[config.mk]
export PLATFORM = sky130hd
export DESIGN_NAME = spi_slave_cfg
export DESIGN_NICKNAME = d
export VERILOG_FILES = /design/src/rtl/spi_slave_cfg.sv
export SDC_FILE = /design/constraint.sdc
export NUM_CORES = 1
export LEC_CHECK = 0
export ABC_CLOCK_PERIOD_IN_PS = 4400
export CAP_MARGIN = 40
export CORE_MARGIN = 2
export CORE_UTILIZATION = 57
export DETAILED_ROUTE_END_ITERATION = 16
export GPL_TIMING_DRIVEN = 0
export PLACE_DENSITY = 0.81
export SYNTH_ARGS = -nofsm -noshare
export SYNTH_HDL_FRONTEND = slang
export SYNTH_SLANG_ARGS = --single-unit
[constraint.sdc]
create_clock -name sysclk -period 4.4 [get_ports sysclk]
set_input_delay 1.32 -clock sysclk [delete_from_list [all_inputs] [get_ports sysclk]]
set_output_delay 1.32 -clock sysclk [all_outputs]
set_load 0.005 [all_outputs]
[src/rtl/spi_slave_cfg.sv]
// SPI slave with selectable CPOL/CPHA and cmd/addr/payload frame split.
// SCLK, CS and MOSI are oversampled in sysclk; TX words pass through a one-deep shadow.
module spi_slave_cfg #(
  parameter int                     FRAME_WIDTH = 24,
  parameter int                     CMD_BITS    = 8,
  parameter int                     ADDR_BITS   = 8,
  parameter logic                   CPOL        = 1'b0,
  parameter logic                   CPHA        = 1'b0,
  parameter int                     SYNC_STAGES = 2,
  parameter logic [FRAME_WIDTH-1:0] TX_IDLE     = '0
) (
  input  logic                                    sysclk,
  input  logic                                    rst_n,
  input  logic                                    sclk,
  input  logic                                    cs,
  input  logic                                    mosi,
  output logic                                    miso,
  output logic                                    miso_oe,
  input  logic [FRAME_WIDTH-1:0]                  tx_data,
  input  logic                                    tx_valid,
  output logic                                    tx_ready,
  output logic [FRAME_WIDTH-1:0]                  o_frame,
  output logic [CMD_BITS-1:0]                     o_cmd,
  output logic [ADDR_BITS-1:0]                    o_addr,
  output logic [FRAME_WIDTH-CMD_BITS-ADDR_BITS-1:0] o_payload,
  output logic                                    rx_dv,
  output logic                                    rx_err,
  output logic                                    busy
);

  localparam int PAYLOAD_BITS = FRAME_WIDTH - CMD_BITS - ADDR_BITS;
  localparam int CNT_W        = $clog2(FRAME_WIDTH + 1);
  localparam logic [CNT_W-1:0] FULL_CNT = CNT_W'(FRAME_WIDTH);

  localparam logic [1:0] ST_IDLE  = 2'd0;
  localparam logic [1:0] ST_SHIFT = 2'd1;
  localparam logic [1:0] ST_DONE  = 2'd2;

  logic [SYNC_STAGES-1:0] sclk_sync, cs_sync, mosi_sync;
  logic [1:0]             state;
  logic [CNT_W-1:0]       bit_cnt;
  logic [FRAME_WIDTH-1:0] rx_shift, tx_shift, tx_shadow, tx_load;
  logic sclk_now, sclk_old, cs_now, cs_old, mosi_bit;
  logic lead_edge, trail_edge, sample_edge, shift_edge, cs_fall, tx_accept;

  always_ff @(posedge sysclk or negedge rst_n) begin
    if (!rst_n) begin
      sclk_sync <= {SYNC_STAGES{CPOL}};
      cs_sync   <= '1;
      mosi_sync <= '0;
    end else begin
      sclk_sync <= {sclk_sync[SYNC_STAGES-2:0], sclk};
      cs_sync   <= {cs_sync[SYNC_STAGES-2:0], cs};
      mosi_sync <= {mosi_sync[SYNC_STAGES-2:0], mosi};
    end
  end

  assign sclk_now = sclk_sync[SYNC_STAGES-2];
  assign sclk_old = sclk_sync[SYNC_STAGES-1];
  assign cs_now   = cs_sync[SYNC_STAGES-2];
  assign cs_old   = cs_sync[SYNC_STAGES-1];
  assign mosi_bit = mosi_sync[SYNC_STAGES-1];

  assign lead_edge   = (sclk_old == CPOL) && (sclk_now != CPOL);
  assign trail_edge  = (sclk_old != CPOL) && (sclk_now == CPOL);
  assign sample_edge = CPHA ? trail_edge : lead_edge;
  assign shift_edge  = CPHA ? lead_edge : trail_edge;
  assign cs_fall     = cs_old && !cs_now;
  assign tx_accept   = tx_valid && tx_ready;
  assign tx_load     = tx_ready ? TX_IDLE : tx_shadow;

  always_ff @(posedge sysclk or negedge rst_n) begin
    if (!rst_n) begin
      state     <= ST_IDLE;
      bit_cnt   <= '0;
      rx_shift  <= '0;
      tx_shift  <= '0;
      tx_shadow <= '0;
      tx_ready  <= 1'b1;
      miso      <= 1'b0;
      o_frame   <= '0;
      rx_dv     <= 1'b0;
      rx_err    <= 1'b0;
    end else begin
      rx_dv  <= 1'b0;
      rx_err <= 1'b0;
      if (state == ST_SHIFT && bit_cnt == FULL_CNT) begin
        o_frame <= rx_shift;
        rx_dv   <= 1'b1;
      end
      if (cs_now) begin
        state <= ST_IDLE;
        miso  <= 1'b0;
        if (state == ST_SHIFT && bit_cnt != '0 && bit_cnt != FULL_CNT)
          rx_err <= 1'b1;
      end else begin
        case (state)
          ST_IDLE: begin
            if (cs_fall) begin
              state    <= ST_SHIFT;
              bit_cnt  <= '0;
              rx_shift <= '0;
              tx_shift <= tx_load;
              tx_ready <= 1'b1;
              if (!CPHA) miso <= tx_load[FRAME_WIDTH-1];
            end
          end
          ST_SHIFT: begin
            if (bit_cnt == FULL_CNT) begin
              state <= ST_DONE;
              miso  <= 1'b0;
            end else begin
              if (sample_edge) begin
                rx_shift <= {rx_shift[FRAME_WIDTH-2:0], mosi_bit};
                bit_cnt  <= bit_cnt + 1'b1;
              end
              // CPHA=0 already presented the MSB at CS fall, so each shift edge moves on by one
              if (shift_edge) begin
                miso     <= CPHA ? tx_shift[FRAME_WIDTH-1] : tx_shift[FRAME_WIDTH-2];
                tx_shift <= {tx_shift[FRAME_WIDTH-2:0], 1'b0};
              end
            end
          end
          ST_DONE: miso <= 1'b0;
          default: state <= ST_IDLE;
        endcase
      end
      // Accept after the load so a word offered on the CS-fall cycle waits for the next frame
      if (tx_accept) begin
        tx_shadow <= tx_data;
        tx_ready  <= 1'b0;
      end
    end
  end

  assign miso_oe   = !cs_now;
  assign busy      = (state != ST_IDLE);
  assign o_cmd     = o_frame[FRAME_WIDTH-1 -: CMD_BITS];
  assign o_addr    = o_frame[FRAME_WIDTH-CMD_BITS-1 -: ADDR_BITS];
  assign o_payload = o_frame[PAYLOAD_BITS-1:0];

endmodule

==> results.sh <==
export IMPL_powerDensity_nw_per_um2=399
export IMPL_synth_flop_cell="dfrtp_1"
export IMPL_grt_pass1_vias=3685
export IMPL_drt_wl_total_um=9850
export IMPL_cp_arrival_ns=1.66
export IMPL_ff2ff_setup_slack_ns=2.26
export IMPL_finalSetupViolations=0
export IMPL_synth_fp_nets=478
export IMPL_cts_tree="built"
export IMPL_max_cap_violations=0
export IMPL_die_y_um=97.4
export IMPL_p_leak_uw=0.00277
export IMPL_routed_via_density=5.65
export IMPL_grt_first_pass_wirelength_um=17000
export IMPL_hold_path_class="reg2reg"
export IMPL_synth_edf_count=0
export IMPL_drc=0
export IMPL_hold_viol=0
export IMPL_postCtsSetupBuffers=0
export IMPL_die_w_um=97.4
export IMPL_ant_nets=0
export IMPL_slew_violations=0
export IMPL_min_period_over_period_pct=67.8
export IMPL_synth_top_area_share_pct=54.9
export IMPL_dr_pass1_iters=5
export IMPL_cts_sinks=112
export IMPL_final_setup_skew_ns=0.0125
export IMPL_path_max_fanout=5
export IMPL_grt_usage_pct=21.9
export IMPL_path_cells="inv_1 > ha_1 > inv_1 > clkdlybuf4s50_1"
export IMPL_start_kind="flop"
export IMPL_place_hpwl_um=7110
export IMPL_vias=3667
export IMPL_cts_htree_levels=3
export IMPL_yosysWarnings=0
export IMPL_die_area_um2=9490
export IMPL_rsz0062_at_grt="false"
export IMPL_syn2layout_area_growth_pct=23.8
export IMPL_async_reset_ff_share_pct=100
export IMPL_core_area_um2=8590
export IMPL_cts_root_buf="clkbuf_8"
export IMPL_overflow=0
export IMPL_vdd_drop_max_mv=0.295
export IMPL_crit_top_cell="inv_1"
export IMPL_synth_area_leader_cell="dfrtp_1"
export IMPL_synth_seq_cells=112
export IMPL_ctsResizeCount=0
export IMPL_yosysUniqueCellTypes=45
export IMPL_worstSetupPathType="reg2out"
export IMPL_gp_congestion=0.784
export IMPL_netlist_instances=442
export IMPL_final_nets=573
export IMPL_clock_path_buffers=2
export IMPL_drive_gt1_share_pct=20.5
export IMPL_whs_ns=0.375
export IMPL_syn_avg_cell_area_um2=11.2
export IMPL_setup_slack_ns=1.42
export IMPL_critPathRequiredTime_ns=3.08
export IMPL_pin_count=84
export IMPL_total_power_uw=2460
export IMPL_cp_slowest_stage_delay_ns=0.49
export IMPL_grt_max_degree=60
export IMPL_portBuffers=83
export IMPL_cts_made_buffers=9
export IMPL_setup_tns_ns=0
export IMPL_worst_pin_slew_ns=0.709
export IMPL_synthTopCellsByCount="dfrtp_1, nand2_1, nand3_1, mux2_2, a21oi_1"
export IMPL_start_util_pct=57.9
export IMPL_num_fill_cells=630
export IMPL_clk_latency_ns=0.37
export IMPL_fin_cells=649
export IMPL_seq_area_frac_synth_pct=56.4
export IMPL_max_freq_mhz=335
export IMPL_dp_cells=634
export IMPL_yosysMostFrequentCell="dfrtp_1"
export IMPL_yosys_top_cells_area="dfrtp_1, mux2_2, nand3_1, a21oi_1, nand2_1"
export IMPL_status="finished clean"
export IMPL_grt_antenna_before_repair=0
export IMPL_cpMaxStageDelayCell="clkdlybuf4s50_1"
export IMPL_slew_headroom_pct=52.8
export IMPL_post_place_ws_ns=1.37
export IMPL_worstSetupEndpointType="primary output"
export IMPL_cts_hold_buf=0
export IMPL_detail_route_wl_per_cell_um=15.2
export IMPL_antenna_cells=0
export IMPL_fin_crit_ns=2.98
export IMPL_num_rows=34
export IMPL_syn_area_um2=4970
export IMPL_drt_first_iter_violations=226
export IMPL_clk_pin_slew_worst_paths_ns=0.11
## stage by stage
step                      instance area, µm²  util (%)
after floorplan                         4970         -
after detailed placement                5960      69.4
after CTS                               6160      71.7
after global placement                  5940      69.1
after global routing                    6160      71.7
final                                   6160      71.7
## layout by cell type, fill, tap and decap left out, types with 2 or more instances in the layout
cell,instances
clkbuf_8,9
dfstp_2,3
nor2_1,3
inv_1,11
a22oi_1,23
buf_2,6
buf_4,25
ha_1,6
dfrtp_1,109
nand2_1,51
nor2b_1,2
a21oi_1,47
buf_6,5
nand3_1,50
nand4_1,3
mux2_2,48
clkdlybuf4s50_1,82
o21ai_0,2
and2_1,3
nand2b_1,2
clkbuf_1,15
nor3_1,3
nand3b_1,2
clkinvlp_4,3
## critical path: cells and delay by family (launching register included)
kind,cells,cell delay (ns)
fa+ha+maj,1,0.27
flops,1,0.38
buf+inv,3,0.65
## final timing paths
check                        startpoint            to  cells after the start
max reg2reg                    state[1]  rx_shift[14]                      8
min in group asynchronous         rst_n    o_frame[8]                      1
max                            state[0]          busy                      4
min reg2reg                mosi_sync[0]  mosi_sync[1]                      0
max in group asynchronous         rst_n  tx_shift[12]                      2
min                        mosi_sync[0]  mosi_sync[1]                      0
## registers in the layout, summed over array words and instances (netlist names)
| name | cells |
|---|---|
| state | 2 |
| bit_cnt | 5 |
| tx_shadow | 24 |
| o_frame | 24 |
| mosi_sync | 2 |
| rx_err | 1 |
| tx_shift | 23 |
| tx_ready | 1 |
| rx_shift | 24 |
| sclk_sync | 2 |
| miso | 1 |
| cs_sync | 2 |
| rx_dv | 1 |
## final cells by class
cell class	count	area, µm²	share of cell area [%]
clock buffers	9	124	2.01
well taps	108	135	2.19
clock inverters	6	70.1	1.14
plain buffers	51	327	5.30
multi-input cells	268	1800	29.2
flip-flops and latches	112	2810	45.6
repair buffers	84	856	13.9
inverters	11	41.3	0.671
## cell families (layout without fill, tap and decap cells)
family | count (synthesis) | count (layout) | share of synthesized area [%]
adder cells (fa/ha/maj) | 6 | 6 | 1.51
buffers and inverters | 62 | 161 | 7.40
XOR/XNOR | 1 | 1 | 0.176
flip-flops | 112 | 112 | 56.4
AND/OR/NAND/NOR | 127 | 127 | 12.5
AO/OA/AOI/OAI | 83 | 83 | 10.3
multiplexers | 51 | 51 | 11.7
## metal layers
| metal | part of all wire (%) | wire [µm] | vias up | global-route usage, % |
|---|---|---|---|---|
| li1 | - | - | 1725 | - |
| met1 | 43 | 4210 | 1811 | 28.8 |
| met2 | 51 | 5030 | 117 | 36.8 |
| met3 | 4.5 | 444 | 14 | 3.31 |
| met4 | 1.6 | 161 | 0 | 8.55 |
| met5 | 0 | 0 | - | 0 |
## report_power, final
part | switching, µW | internal (µW) | leakage [µW]
combinational | 248 | 239 | 0.00126
sequential | 131 | 1240 | 0.00143
clock | 342 | 263 | 0.0000879
total | 722 | 1740 | 0.00277
No activity file was read; power rests on OpenSTA's default activity.
